**config.mk**
```make
export PLATFORM = sky130hd
export DESIGN_NAME = pcpi_initiator
export DESIGN_NICKNAME = d
export VERILOG_FILES = /design/src/rtl/picorv_pcpi_pkg.sv /design/src/rtl/pcpi_watchdog.sv /design/src/rtl/pcpi_initiator.sv
export SDC_FILE = /design/constraint.sdc
export NUM_CORES = 1
export LEC_CHECK = 0
export BUFFER_PORTS_ARGS = -buffer_cell sky130_fd_sc_hd__buf_4
export CAP_MARGIN = 30
export CORE_MARGIN = 10
export CORE_UTILIZATION = 25
export CTS_CLUSTER_SIZE = 28
export DETAILED_ROUTE_END_ITERATION = 10
export SLEW_MARGIN = 25
export SYNTH_ARGS = -nofsm -noshare
export SYNTH_HDL_FRONTEND = slang
export SYNTH_SLANG_ARGS = --single-unit
```
**constraint.sdc**
```tcl
create_clock -name clk -period 2.6 [get_ports clk]
set_input_delay 0.26 -clock clk [delete_from_list [all_inputs] [get_ports clk]]
set_output_delay 0.26 -clock clk [all_outputs]
set_load 0.02 [all_outputs]
```
**src/rtl/picorv_pcpi_pkg.sv**
```systemverilog
// Shared types for the PCPI initiator slice.
// Holds the FSM state encoding and the RV32M decode constants.
package picorv_pcpi_pkg;

    typedef enum logic [1:0] {
        ST_IDLE = 2'd0,
        ST_BUSY = 2'd1,
        ST_RESP = 2'd2
    } pcpi_state_t;

    localparam logic [6:0] OPCODE_OP     = 7'b0110011;
    localparam logic [6:0] FUNCT7_MULDIV = 7'b0000001;

    function automatic logic is_muldiv(input logic [31:0] insn);
        return (insn[6:0] == OPCODE_OP) && (insn[31:25] == FUNCT7_MULDIV);
    endfunction

endpackage

```
**src/rtl/pcpi_watchdog.sv**
```systemverilog
// Purpose: 8-bit stall counter that flags when TIMEOUT-1 idle BUSY cycles have elapsed.
// Latency: count updates one cycle after clear/inc; expired is combinational from count.
// Backpressure: none; clear has priority over inc.
module pcpi_watchdog #(
    parameter int TIMEOUT = 16
) (
    input  logic       clk,
    input  logic       resetn,
    input  logic       clear,
    input  logic       inc,
    output logic [7:0] count,
    output logic       expired
);

    always_ff @(posedge clk) begin
        if (!resetn) begin
            count <= 8'd0;
        end else if (clear) begin
            count <= 8'd0;
        end else if (inc) begin
            count <= count + 8'd1;
        end
    end

    assign expired = (count == 8'(TIMEOUT - 1));

endmodule

```
**src/rtl/pcpi_initiator.sv**
```systemverilog
// Purpose: dispatches one command to a PCPI coprocessor and returns its result; watchdog under PCPI_TIMEOUT_EN.
// Latency: cmd accepted at N -> pcpi_valid at N+1; pcpi_ready at M -> rsp_valid at M+1.
// Backpressure: single outstanding op; cmd_ready low until the response is taken with rsp_ready.
module pcpi_initiator
    import picorv_pcpi_pkg::*;
#(
    parameter int XLEN    = 64,
    parameter int TIMEOUT = 16
) (
    input  logic            clk,
    input  logic            resetn,
    input  logic            cmd_valid,
    output logic            cmd_ready,
    input  logic [31:0]     cmd_insn,
    input  logic [XLEN-1:0] cmd_rs1,
    input  logic [XLEN-1:0] cmd_rs2,
    output logic            pcpi_valid,
    output logic [31:0]     pcpi_insn,
    output logic [XLEN-1:0] pcpi_rs1,
    output logic [XLEN-1:0] pcpi_rs2,
    input  logic            pcpi_wr,
    input  logic            pcpi_wait,
    input  logic            pcpi_ready,
    input  logic [XLEN-1:0] pcpi_rd,
    output logic            rsp_valid,
    input  logic            rsp_ready,
    output logic            rsp_wr,
    output logic [XLEN-1:0] rsp_data,
    output logic            rsp_timeout
);

    pcpi_state_t state_q, state_d;
    logic        cmd_fire;
    logic        busy;
    logic        pcpi_done;
    logic        timeout_hit;

    assign cmd_fire  = (state_q == ST_IDLE) && cmd_valid;
    assign busy      = (state_q == ST_BUSY);
    assign pcpi_done = busy && pcpi_ready;

`ifdef PCPI_TIMEOUT_EN
    logic [7:0] wd_count;
    logic       wd_expired;
    logic       rsp_timeout_q;

    // Saturate rather than wrap so a stalled count can never alias back below expiry.
    pcpi_watchdog #(.TIMEOUT(TIMEOUT)) u_watchdog (
        .clk     (clk),
        .resetn  (resetn),
        .clear   (cmd_fire || (busy && pcpi_wait)),
        .inc     (busy && !pcpi_wait && !pcpi_ready && (wd_count != 8'hFF)),
        .count   (wd_count),
        .expired (wd_expired)
    );

    // A result arriving in the expiry cycle wins over the abort.
    assign timeout_hit = busy && !pcpi_ready && wd_expired;

    always_ff @(posedge clk) begin
        if (!resetn) begin
            rsp_timeout_q <= 1'b0;
        end else if (pcpi_done) begin
            rsp_timeout_q <= 1'b0;
        end else if (timeout_hit) begin
            rsp_timeout_q <= 1'b1;
        end
    end

    assign rsp_timeout = rsp_timeout_q;
`else
    logic unused_wait;

    assign unused_wait = pcpi_wait;
    assign timeout_hit = 1'b0;
    assign rsp_timeout = 1'b0;
`endif

    always_ff @(posedge clk) begin
        if (!resetn) begin
            state_q <= ST_IDLE;
        end else begin
            state_q <= state_d;
        end
    end

    always_comb begin
        state_d    = state_q;
        cmd_ready  = 1'b0;
        pcpi_valid = 1'b0;
        rsp_valid  = 1'b0;
        case (state_q)
            ST_IDLE: begin
                cmd_ready = 1'b1;
                if (cmd_valid) state_d = ST_BUSY;
            end
            ST_BUSY: begin
                pcpi_valid = 1'b1;
                if (pcpi_ready || timeout_hit) state_d = ST_RESP;
            end
            ST_RESP: begin
                rsp_valid = 1'b1;
                if (rsp_ready) state_d = ST_IDLE;
            end
            default: state_d = ST_IDLE;
        endcase
    end

    always_ff @(posedge clk) begin
        if (!resetn) begin
            pcpi_insn <= 32'd0;
            pcpi_rs1  <= '0;
            pcpi_rs2  <= '0;
            rsp_wr    <= 1'b0;
            rsp_data  <= '0;
        end else begin
            if (cmd_fire) begin
                pcpi_insn <= cmd_insn;
                pcpi_rs1  <= cmd_rs1;
                pcpi_rs2  <= cmd_rs2;
            end
            if (pcpi_done) begin
                rsp_wr   <= pcpi_wr;
                rsp_data <= pcpi_wr ? pcpi_rd : '0;
            end else if (timeout_hit) begin
                rsp_wr   <= 1'b0;
                rsp_data <= '0;
            end
        end
    end

endmodule
```
==> results.ini, run 1 <==
[drt]
antenna_nets_post_route=0
drt-vias-per-instance=4.33
totalWireLength_um=34600
drt_first_iter_violations=437
drt_pre_antenna_iters=5
route.vias.total=9141
drt-wirelength-per-cell_um=16.4
remaining_routing_drc_violations=0

[sta]
finalSetupTns_ps=0
fraction_of_the_cycle_the_final_worst_path_needs_pct=67.2
post-route-min-period_ps=1750
grt_setup_unrepaired=no
fmax_ghz=0.572
maxSlewViolCount=0
worst_clock_skew_ps=10.3
layout_setup_ws_ps=852
holdWs_ps=23.4
timing_hold_violations_final=0
worst_slew_pin_slew_ps=699
setup_violations_final=0
slew-limit-headroom_pct=53.4

[critical_path]
reg2regPathDepth=4
worst_path_largest_cell_delay_ps=380
worst-endpoint-arrival_ps=2200
startpoint_type=flop
timing.critical_path.to_type=flop
worstPathCellList=nor3b_2, buf_12, buf_4, mux2i_1
critical_path_required_ps=3060
r2r-end=pcpi_insn[23]
timing.rr.start=state_q[1]
start_point_of_the_critical_path=state_q[1]
path_max_fanout=31
path_class=reg2reg
ff2ff_setup_slack_ps=850
worst_path_max_delay_cell=sky130_fd_sc_hd__nor3b_2
cp-endpoint=pcpi_insn[23]

[floorplanning]
starting_density_of_the_core_pct=25.5
die_area_um2=44500
count_of_pins_on_the_block_boundary=460
die_x_um=211
row_count=69
core_area_um2=35700
vertical_extent_of_the_die_um=211

[place]
dp_slack_ps=858
dpl-instance-area_um2=12900
gp_congestion=0.764
dpl.hpwl_um=23800
port_buffers=457
placedCellCount=1851

[yosys]
synth_edf_count=0
ys_top_cells_by_area=sky130_fd_sc_hd__dfxtp_1, sky130_fd_sc_hd__mux2i_1, sky130_fd_sc_hd__nand2_1, sky130_fd_sc_hd__nand3_1, sky130_fd_sc_hd__buf_6
syn-cell-area_um2=9120
synthesis.nets=1229
synthArstFlopShare_pct=0
synth_top_area_cell=sky130_fd_sc_hd__dfxtp_1
synth-seq-area-share_pct=49.8
synthCells=998
postSynthRegisterBits=227
yosysWarnings=0
yosysTopAreaCellShare_pct=49.8
leading_post_synthesis_cells_by_instance_count=sky130_fd_sc_hd__nand2_1, sky130_fd_sc_hd__dfxtp_1, sky130_fd_sc_hd__mux2i_1
syn-mean-instance-area_um2=9.14
netlist-cell-type-count=17
synth_ff_type=sky130_fd_sc_hd__dfxtp_1
synth_most_common_cell=sky130_fd_sc_hd__nand2_1

[power_and_ir_drop]
total_power_mw=9.22
power.static_leakage_nw=7.21
ir_drop_mv=0.500
power.density_nw_per_um2=581

[clock_tree]
insertion_delay_ps=530
numClockSinks=227
cts_post_setup_buffers_inserted=0
worst_setup_hold_path_clk_slew_ps=60
tritoncts=done
post_cts_hold_buffer_count=214
cts_resized=0
cts-buffers-inserted=27
root_buffer=sky130_fd_sc_hd__clkbuf_16
clock_path_buffers=3
h-tree-depth=1

[global_route]
first_pass_grt_wire_length_um=53300
grt_max_degree=98
grt_overflow_total=0
antenna_violations_before_repair=2
groute.usage.overall_pct=14.7
via_count_of_the_first_global_routing_pass=9578

[cells_and_area]
final_cell_count_no_fill=2110
utilization_pct=44.4
syn2layout_area_growth_pct=74.0
drive_above_1_share_pct=31.3
final_design_area_no_fill_um2=15900
nets=1864

[flow_run]
maxCapViolations=0

[outcome]
status=complete, no violations

[min_path]
holdCritPathClass=in2reg

critical path: cells and delay by family, from the launching register on:
family                 cells  cell delay, ps
buffers and inverters      2             650
DFF                        1             360
muxes                      1             240
and+or+nand+nor            1             380
worst min-delay path by stage:
stage | start | to | slack [ps] | cells after the start
after floorplan | cmd_insn[21] | pcpi_insn[21] | 400 | 2
after global placement | rsp_data[50] | rsp_data[50] | 440 | 2
after detailed placement | rsp_data[42] | rsp_data[42] | 450 | 2
after CTS | cmd_insn[28] | pcpi_insn[28] | 3 | 3
after global routing | pcpi_rd[43] | rsp_data[43] | 6 | 3
final | cmd_insn[28] | pcpi_insn[28] | 20 | 3
state kept, by name, indices dropped and copies added (netlist names):
name	cells
rsp_data	64
state_q	2
rsp_wr	1
pcpi_rs2	64
pcpi_insn	32
pcpi_rs1	64
layout by cell type, fill, tap and decap left out, drive strengths merged:
cell	instances
nand2	386
diode	1
o21a	1
inv	1
mux2i	225
buf	476
a21oi	1
nor2	1
nor2b	2
clkbuf	41
clkinv	2
dlygate4sd3	214
dfxtp	227
and3b	1
nand3	64
nand2b	3
nor3b	2
conb	1
per-layer routing:
layer  vias up  part of all wire, %  global-route usage (%)
met1      4236                   38                    16.1
met3        55                  9.3                    5.86
met5         -                    0                       0
met4         0                  2.9                    4.52
li1       4523                    -                       -
met2       327                   49                    25.6
layout make-up:
| type | instances | area (um^2) |
|---|---|---|
| antenna | 1 | 2.50 |
| clock buffer | 41 | 808 |
| clock inverter | 3 | 21.3 |
| fill | 3284 | 19900 |
| multi-input combinational | 687 | 4110 |
| sequential | 227 | 4540 |
| tap | 461 | 577 |
| timing repair buffer | 690 | 5810 |
logic make-up (layout without fill, tap and decap cells):
logic type,after synthesis,count (layout),synth area share [%]
multiplexers,225,225,24.7
flip-flops,227,227,49.8
buffers and inverters,84,734,5.25
AO/OA/AOI/OAI,2,2,0.137
AND/OR/NAND/NOR,459,459,20.0
other,1,2,0.0411
where the power goes:
part           internal, mW  switching [mW]  total (mW)
Combinational         0.948           0.894        1.84
Sequential             3.69           0.115        3.81
Clock                  2.12            1.46        3.57
No activity file was read; power rests on OpenSTA's default activity.
==> run 2, diff against run 1 <==
- clock period: 2.6 -> 1.6 ns (I/O delays scaled with it)
==> run 2 against run 1 <==
Against the previous run: wire length up 3.4%; critical path type is now reg2out; sequential share of layout area down 0.81 points; combinational power up 70%; first-iteration DRC count up 1.6%; critical endpoint is now pcpi_valid; register-to-register slack worse by 740 ps.
==> results.ini, run 2 (synthesis results as in run 1) <==
[outcome]
status=complete, no violations

[critical_path]
ff2ff_setup_slack_ps=110
path_max_fanout=6
worst-endpoint-arrival_ps=1350
critical-path-top-cell-by-count=sky130_fd_sc_hd__buf_4
worstPathCellList=buf_4, nor2b_1, buf_4
worst_path_max_delay_cell=sky130_fd_sc_hd__dfxtp_1
timing.critical_path.to_type=primary output
path_class=reg2out
startpoint_type=flop
critical_path_required_ps=1440
worst_path_largest_cell_delay_ps=370

[clock_tree]
tritoncts=done
numClockSinks=227
clock_path_buffers=3
cts-buffers-inserted=26
worst_setup_hold_path_clk_slew_ps=60
h-tree-depth=1
root_buffer=sky130_fd_sc_hd__clkbuf_16
cts_post_setup_buffers_inserted=0
insertion_delay_ps=540

[place]
gp_congestion=0.760
placedCellCount=1869
dpl.hpwl_um=24200
port_buffers=457

[power_and_ir_drop]
power.static_leakage_nw=7.44
swShare_pct=26.3
cell_internal_pwr_mw=11.5
share_comb_of_total_power_pct=20.1
p_switching_mw=4.10
pwr-share-clk_pct=40.3
share_seq_of_total_power_pct=39.6
ir_drop_mv=0.857
total_power_mw=15.6
power.density_nw_per_um2=956

[sta]
timing_hold_violations_final=0
maxSlewViolCount=0
fraction_of_the_cycle_the_final_worst_path_needs_pct=94.2
finalSetupTns_ps=0
setup_violations_final=0
post-route-min-period_ps=1510
fmax_ghz=0.663
worst_clock_skew_ps=10.3
grt_setup_unrepaired=no

[drt]
drt_first_iter_violations=444
drt-vias-per-instance=4.30
remaining_routing_drc_violations=0
drt-wirelength-per-cell_um=16.7
route.vias.total=9244
antenna_nets_post_route=0
totalWireLength_um=35800
drt_pre_antenna_iters=4

[floorplanning]
core_area_um2=35700
die_area_um2=44500
count_of_pins_on_the_block_boundary=460
vertical_extent_of_the_die_um=211
starting_density_of_the_core_pct=25.5
row_count=69
die_x_um=211

[global_route]
grt_overflow_total=0
first_pass_grt_wire_length_um=54700
via_count_of_the_first_global_routing_pass=9742
groute.usage.overall_pct=15.1
antenna_violations_before_repair=1
grt_max_degree=107

[min_path]
holdCritPathClass=in2reg

[cells_and_area]
mostFrequentLayoutCells=sky130_fd_sc_hd__buf_4, sky130_fd_sc_hd__nand2_1, sky130_fd_sc_hd__dlygate4sd3_1
layout.cells.most_common=sky130_fd_sc_hd__buf_4
final_cell_count_no_fill=2148
nets=1897
syn2layout_area_growth_pct=79.1
drive_above_1_share_pct=32.0
layout_top_registers=pcpi_rs1 x64, pcpi_rs2 x64, rsp_data x64

[flow_run]
maxCapViolations=0

[run 2: final timing paths]
path                        to         start  cells past startpoint
setup / recovery    pcpi_valid    state_q[0]                      3
hold / removal    pcpi_rs2[42]        resetn                      3
setup reg to reg  pcpi_rs1[49]    state_q[1]                      4
hold reg to reg   rsp_data[24]  rsp_data[24]                      2
[run 2: metrics by stage]
stage               setup slack, ps  cell area (um^2)  hold slack (ps)  utilization, %
floorplan                       362              9120              302               -
global placement                170             13100              417            36.7
detailed placement              114             13100              424            36.7
CTS                            17.0             16300            0.742            45.7
global route                   10.8             16300             9.77            45.7
finish                         92.4             16300             15.2            45.7
[run 2: area by class of cell]
class | instances | area (um^2)
Antenna cell | 1 | 2.50
Tap cell | 461 | 577
Multi-Input combinational cell | 687 | 4110
Clock buffer | 39 | 791
Timing Repair Buffer | 724 | 6190
Fill cell | 3213 | 19400
Clock inverter | 9 | 120
Sequential cell | 227 | 4550
[run 2: per-layer routing]
layer | global-route usage, % | share of wire, %
met5 | 0 | 0
met4 | 5.00 | 3.3
met3 | 5.53 | 8.8
met2 | 26.3 | 48
met1 | 16.8 | 39
[run 2: timing repair]
| item | in CTS | in global routing |
|---|---|---|
| gates resized for setup | 0 | 1 |
| endpoints found under the setup margin | 0 | 1 |
| hold buffers | 230 | 0 |
| hold endpoints to repair | 226 | 0 |
[run 2: power groups by stage]
stage          Clock (mW)  Combinational [mW]  Sequential, mW
2_1_floorplan           0               0.951            6.69
3_3_place_gp            0                2.63            6.28
3_5_place_dp            0                2.65            6.29
4_1_cts              6.50                3.13            6.18
5_1_grt              6.69                3.34            6.22
6_report             6.30                3.13            6.18
[run 2: critical path: cells and delay by family, from the launching register on]
| family | cells | cell delay, ps |
|---|---|---|
| simple gates | 1 | 130 |
| flops | 1 | 370 |
| buf+inv | 2 | 320 |
